`config.mk`:
```
export PLATFORM = sky130hd
export DESIGN_NAME = panel_switch_reader
export DESIGN_NICKNAME = d
export VERILOG_FILES = /design/src/rtl/panel_switch_reader.sv
export SDC_FILE = /design/constraint.sdc
export NUM_CORES = 1
export LEC_CHECK = 0
export ABC_AREA = 1
export CAP_MARGIN = 20
export CORE_UTILIZATION = 67
export DETAILED_ROUTE_END_ITERATION = 8
export DONT_BUFFER_PORTS = 1
export PLACE_DENSITY = 0.84
export SLEW_MARGIN = 20
export SYNTH_ARGS = -nofsm -noshare
export SYNTH_HDL_FRONTEND = slang
export SYNTH_SLANG_ARGS = --single-unit
```
`constraint.sdc`:
```
create_clock -name clk -period 2.8 [get_ports clk]
set_input_delay 0.42 -clock clk [delete_from_list [all_inputs] [get_ports clk]]
set_output_delay 0.42 -clock clk [all_outputs]
set_load 0.02 [all_outputs]
```
`src/rtl/panel_switch_reader.sv`:
```
// Scanner for a 74HC165 front-panel switch chain: loads the chain, shifts out
// 32 bits per frame, inverts the active-low switch bits and presents them as
// registered active-high outputs once per frame.
// Optional build macro PANEL_FILTER_EN: when defined, outputs only update after
// STABLE_FRAMES identical consecutive frames (bits 0-26); otherwise every frame.
module panel_switch_reader #(
  parameter int unsigned CLK_DIV       = 50,
  parameter int unsigned STABLE_FRAMES = 4
) (
  input  logic        clk,
  input  logic        reset,
  output logic        sh_ld_n,
  output logic        sh_clk,
  input  logic        sh_q,
  output logic [0:11] sr,
  output logic [0:5]  dsel,
  output logic        dep,
  output logic        sw,
  output logic        single_step,
  output logic        halt,
  output logic        exam,
  output logic        cont,
  output logic        extd_addr,
  output logic        addr_load,
  output logic        clear,
  output logic        frame_done
);

  localparam int unsigned DivW    = (CLK_DIV > 1) ? $clog2(CLK_DIV) : 1;
  localparam int unsigned NumBits = 27;
  localparam logic [DivW-1:0] DivLast = DivW'(CLK_DIV - 1);

  typedef enum logic [2:0] {StIdle, StLoad, StLow, StHigh, StUpdate} state_e;

  state_e               state_q, state_d;
  logic [DivW-1:0]      div_q, div_d;
  logic [4:0]           idx_q, idx_d;
  logic [NumBits-1:0]   raw_q, raw_d;   // active-high copy of the frame being shifted in
  logic [NumBits-1:0]   out_q;          // active-high output word, bit n = raw index n
  logic                 sh_ld_n_q, sh_clk_q, frame_done_q;
  logic                 div_done;
  logic                 load_out;

  assign div_done = (div_q == DivLast);

  // Next-state logic: divider, bit index and sample capture for the scan sequence
  always_comb begin
    state_d = state_q;
    div_d   = div_q;
    idx_d   = idx_q;
    raw_d   = raw_q;
    unique case (state_q)
      StIdle: begin
        state_d = StLoad;
        div_d   = '0;
        idx_d   = '0;
      end
      StLoad: begin
        if (div_done) begin
          state_d = StLow;
          div_d   = '0;
        end else begin
          div_d = div_q + 1'b1;
        end
      end
      StLow: begin
        if (div_done) begin
          // Bits 27-31 are shifted through but never stored
          if (idx_q < 5'(NumBits)) raw_d[idx_q] = ~sh_q;
          state_d = (idx_q == 5'd31) ? StUpdate : StHigh;
          div_d   = '0;
        end else begin
          div_d = div_q + 1'b1;
        end
      end
      StHigh: begin
        if (div_done) begin
          idx_d   = idx_q + 5'd1;
          state_d = StLow;
          div_d   = '0;
        end else begin
          div_d = div_q + 1'b1;
        end
      end
      StUpdate: state_d = StIdle;
      default:  state_d = StIdle;
    endcase
  end

`ifdef PANEL_FILTER_EN
  localparam int unsigned CntW = $clog2(STABLE_FRAMES);
  localparam logic [CntW-1:0] CntMax = CntW'(STABLE_FRAMES - 1);

  logic [CntW-1:0]    cnt_q, cnt_d;
  logic [NumBits-1:0] prev_q;
  logic               prev_valid_q;
  logic               match;

  // Match counter: counts consecutive identical frames, saturating at CntMax
  always_comb begin
    match = prev_valid_q && (raw_q == prev_q);
    cnt_d = '0;
    if (match) cnt_d = (cnt_q == CntMax) ? cnt_q : cnt_q + 1'b1;
    load_out = (cnt_d == CntMax);
  end

  // Filter history updated once per completed frame
  always_ff @(posedge clk) begin
    if (!reset) begin
      cnt_q        <= '0;
      prev_q       <= '0;
      prev_valid_q <= 1'b0;
    end else if (state_q == StUpdate) begin
      cnt_q        <= cnt_d;
      prev_q       <= raw_q;
      prev_valid_q <= 1'b1;
    end
  end
`else
  assign load_out = 1'b1;
`endif

  // State and registered pins; pins are derived from the next state so they are glitch-free
  always_ff @(posedge clk) begin
    if (!reset) begin
      state_q      <= StIdle;
      div_q        <= '0;
      idx_q        <= '0;
      raw_q        <= '0;
      out_q        <= '0;
      sh_ld_n_q    <= 1'b1;
      sh_clk_q     <= 1'b0;
      frame_done_q <= 1'b0;
    end else begin
      state_q      <= state_d;
      div_q        <= div_d;
      idx_q        <= idx_d;
      raw_q        <= raw_d;
      sh_ld_n_q    <= (state_d != StLoad);
      sh_clk_q     <= (state_d == StHigh);
      frame_done_q <= (state_q == StUpdate);
      if ((state_q == StUpdate) && load_out) out_q <= raw_q;
    end
  end

  // Map the output word onto the named switch ports
  always_comb begin
    for (int i = 0; i < 12; i++) sr[i] = out_q[i];
    for (int i = 0; i < 6; i++) dsel[i] = out_q[12 + i];
    dep         = out_q[18];
    sw          = out_q[19];
    single_step = out_q[20];
    halt        = out_q[21];
    exam        = out_q[22];
    cont        = out_q[23];
    extd_addr   = out_q[24];
    addr_load   = out_q[25];
    clear       = out_q[26];
  end

  assign sh_ld_n    = sh_ld_n_q;
  assign sh_clk     = sh_clk_q;
  assign frame_done = frame_done_q;

endmodule

```
Word-level counts from Yosys, hierarchy flattened
Index checks and enable logic that the tools add are counted.

Output and inout port bits: 30. Word-level logic and storage cells: 42. Register bits after elaboration: 71. Input port bits: 3.

Equality and inequality tests: 9. Muxes and demuxes: 11. Magnitude comparators: 3. Reductions and logical operators: 8. $add $sub $neg: 2. Bitwise logic cells: 1.

Operators by type and width (number): bitwise mux 27 bit (1); case mux 6 bit (2 select lines) (1); case mux 5 bit (2 select lines) (1); == test 3 x 2 -> 1 bit, second input constant (3); 2-to-1 mux 3 bit (3); case mux 3 bit (3 select lines) (1); adder 6 x 1 -> 6 bit, second input constant (1); == test 6 bit, second input constant (1); < comparator 5 x 6 -> 1 bit, second input constant (1); 2-to-1 mux 6 bit (1); adder 5 x 1 -> 5 bit, second input constant (1); demux 1 bit (select 5 bit) (1); == test 5 bit, second input constant (1); greater-or-equal comparator 5 x 1 -> 1 bit, second input constant (1); < comparator 5 bit, second input constant (1); 2-to-1 mux 5 bit (1); nonzero test 2 bit (2); == test 3 x 1 -> 1 bit, second input constant (1); == test 3 bit, second input constant (1); zero test 3 bit (1); != test 3 x 1 -> 1 bit, second input constant (1); AND reduction 3 bit (1); OR reduction 3 bit (1); != test 2 bit, second input constant (1); other kinds (5) (5).

Longest topological paths before layout
Depth after elaboration: 5. Gate-level depth with buffers: 11. Depth with buffers taken out: 11.

Worst setup path before layout
No wires, ideal clock.

Path type: reg-to-reg. Start: reg div_q[0]. End: reg raw_q[10]. Library setup time: 0.132 ns. Stages on the path, launching flop included: 10. Clock period less this slack: 1.453 ns. Required time: 2.668 ns. Arrival: 1.320 ns. Path buffers: 1. Slack: 1.347 ns. Cells stage by stage: dfxtp_1 -> ha_1 -> inv_1 -> nor2_1 -> nand2_4 -> nor2_8 -> buf_4 -> nand3_1 -> nand2_1 -> a21oi_1.

Longest elaborated chain between the ends: 2.

RTL lines: start, declared (RTL line 36) `logic [DivW-1:0] div_q, div_d;`; start signal, assigned (RTL line 136) `div_q <= div_d;`; == test 6 bit (RTL line 44) `assign div_done = (div_q == DivLast);`; AND reduction 3 bit (no line); end signal, assigned (RTL line 138) `raw_q <= raw_d;`; end, declared (RTL line 38) `logic [NumBits-1:0] raw_q, raw_d;`.

Every way passes these cells. A chain may end at the register's enable or synchronous reset.

Worst setup path after layout
Start: reg div_q[0]. End: reg raw_q[17].

The elaborated chain is that of the path after synthesis.

==> metrics.md <==
| Metric | Value |
|---|---|
| Die area | 0.00504 mm2 |
| Global Route met1 Usage | 0.374 |
| End of the worst register-to-register path | raw_q[17] |
| DR pass1 iterations | 7 |
| ANT cells | 0 |
| Setup violators final | 0 |
| Register area share after synthesis | 0.445 |
| Post-synth top area share | 0.445 |
| Most frequent cells in the layout | nor2_1 (102), dfxtp_1 (71), nand2_1 (59), nand3_1 (41), a21oi_1 (36) |
| Residual DRC | 2 |
| Via Count | 2,833 |
| Routing usage on met2 | 0.468 |
| Failing checks | design-rule violations |
| Crit path buffers/inverters | 1 |
| Die width | 71.0 um |
| Post-cts resize count | 0 |
| Drt wl/cell | 13.6 um |
| Synth Area in Simple Gates | 0.336 |
| Mux contribution to synthesized area | 0 |
| Syn nets | 452 |
| Main combinational cell family by area after synthesis | simple AND/OR/NAND/NOR gates |
| IO Pins | 33 |
| Area Overhead vs Synth | 4.67% |
| RSZ-0062 raised after global routing | false |
| CTS sink count | 71 |
| Final #Nets | 442 |
| Crit-path cells | ha_1 -> inv_1 -> nor2_1 -> nand2_4 -> nor2_8 -> nand3_1 -> nand2_1 -> a21oi_1 |
| Setup TNS | 0 ps |
| Port buffer count | 0 |
| CP delay by family, top | simple AND/OR/NAND/NOR gates |
| Filler cells | 365 |
| Clock Latency Late Sink | 340 ps |
| H-tree depth | 3 |
| Register-to-Register Path Depth | 8 |
| Post-layout util | 0.746 |
| Remaining antenna violation count | 0 |
| Data arrival, critical path | 2120 ps |
| Die H | 71.0 um |
| End of the critical path | raw_q[17] |
| Cell row count | 24 |
| Tmin final | 1920 ps |
| Critical-path top delay cell | nor2_8 |
| Initial Util | 0.713 |
| Max VDD drop | 0.403 mV |
| Avg Cell Area, Syn | 7.22 um2 |
| Status | finished with violations |
| Area after DPL | 0.00314 mm2 |
| Final cell count without fillers | 489 |
| Hold_sp | reset |
| Nature of the critical path startpoint | flip-flop |
| Worst Path Max Fanout | 54 |
| Pin count of the biggest net entering global routing | 55 |
| Clock Skew | 4.21 ps |
| CP Capture Type | flip-flop |
| Top cells by area, synth | dfxtp_1 (45%), nor2_1 (12%), nand2_1 (6.9%) |
| Mapped Cells | 442 |
| Highest clock rate | 522 MHz |
| Placer congestion estimate | 0.784 |
| CP Depth | 8 |
| Leading cell type in the layout, fill and taps excluded | nor2_1 |
| Total core area | 0.00447 mm2 |
| First-pass GRT wire length | 11.4 mm |
| Leakage power | 1.36 nW |
| Initial antenna violation count | 0 |
| Slew @ Worst Pin | 787 ps |
| Adder-Cell Fraction of Synth Area | 0.0275 |
| Root Driver | clkbuf_8 |
| Hold slack final | 162 ps |
| Fraction of layout cells with a size suffix above 1 | 0.0641 |
| Crit-path max cell delay | 500 ps |
| R2R setup slack | 880 ps |
| RR Startpoint | div_q[0] |
| Vias in the first global route | 2,602 |
| Post-CTS Hold Buffers | 0 |
| Dpl cells | 473 |
| Worst EP required | 3000 ps |
| Postcts setup bufs | 0 |
| CTS tree | built |
| GR Util met3 | 0.0541 |
| Clock buffer count from CTS | 9 |
| Cell Area, Synth | 0.00319 mm2 |
| Number of synthesis warnings | 0 |
| Worst min-delay path class | in2reg |
| Area leader, netlist | dfxtp_1 |
| Xor/xnor share of the synthesized area | 0.00549 |
| Netlist cell types | 27 |
| Crit Path Class | reg2reg |
| DPL Wire Length | 4.12 mm |
| Drt total wl | 6.65 mm |
| Gr busiest metal | met2 |
| Max_cap viols | 0 |
| Worst-path clk slew | 70 ps |
| Fin. max-slew vios | 0 |
| Tot GR Track Use | 0.285 |
| Max Root-Sink Buffers | 2 |
| Power Density | 561 mW/mm2 |
| Fin. Hold Viols | 0 |
| Synth Register Bits | 71 |
| Vias per inst | 5.79 |
| Rel. slew slack | 0.472 |
| Worst Setup SP | div_q[0] |
| Grt ovf | 0 |
| Iteration-0 DRC Markers | 290 |
| Design area | 0.00334 mm2 |
| Final period util | 0.684 |
| Synth Area in Compound Gates | 0.109 |
[worst register-to-register path, stage by stage, from the launching register on]
cell     delay [ps]
dfxtp_1         400
ha_1            170
inv_1            40
nor2_1          200
nand2_4         130
nor2_8          500
nand3_1         180
nand2_1         110
a21oi_1          60
[worst min-delay path by stage]
stage,to,slack [ps],cells after the start
after floorplan,raw_q[23],440,2
after global placement,raw_q[23],450,2
after detailed placement,raw_q[16],450,2
after CTS,sh_ld_n,160,1
after global routing,sh_ld_n,170,1
final,sh_ld_n,160,1
[report_power, final]
group | switching (W) | internal, W | total [W]
sequential | 0.00000757 | 0.00102 | 0.00102
clock | 0.000375 | 0.000418 | 0.000793
combinational | 0.0000435 | 0.0000133 | 0.0000568
[cells in the mapped netlist, drive strengths merged]
master / instances
dfxtp: 71
nand4: 29
buf: 14
clkinv: 1
nand2: 60
nand3: 43
nand3b: 1
nor2: 105
clkbuf: 9
a21oi: 36
nor3: 1
inv: 30
xor2: 2
ha: 7
o21ai: 31
o22ai: 1
o21a: 1
[layer usage]
layer / vias to the layer above / routed length [um]
li1: 1443 / -
met1: 1311 / 3050
met2: 68 / 3170
met3: 11 / 326
met4: 0 / 98
met5: - / 0
[flip-flops by register name (all words and copies together), names as in the netlist]
signal and cells:
frame_done 1, sh_clk 1, div_q 6, out_q 27
idx_q 5, raw_q 27, sh_ld_n 1, state_q 3
[cell type report]
type	count	area [um2]	area share
Multi-Input combinational cell	317	1530	0.457
Sequential cell	71	1420	0.426
Clock buffer	14	183	0.0547
Inverter	31	116	0.0348
Tap cell	52	65.1	0.0195
Timing Repair Buffer	2	15.0	0.00450
Clock inverter	2	12.5	0.00375
[kinds of logic after synthesis]
group,Yosys count
buf+inv,54
compound gates,69
fa+ha+maj,7
simple gates,239
flops,71
xor+xnor,2
[through the flow]
step | worst slack (ps) | power [W]
final | 884 | 0.00187
after floorplan | 1350 | 0.00109
after detailed placement | 931 | 0.00110
after CTS | 888 | 0.00187
after global routing | 711 | 0.00193
after global placement | 1000 | 0.00110
Power figures use the tool's default switching activity.
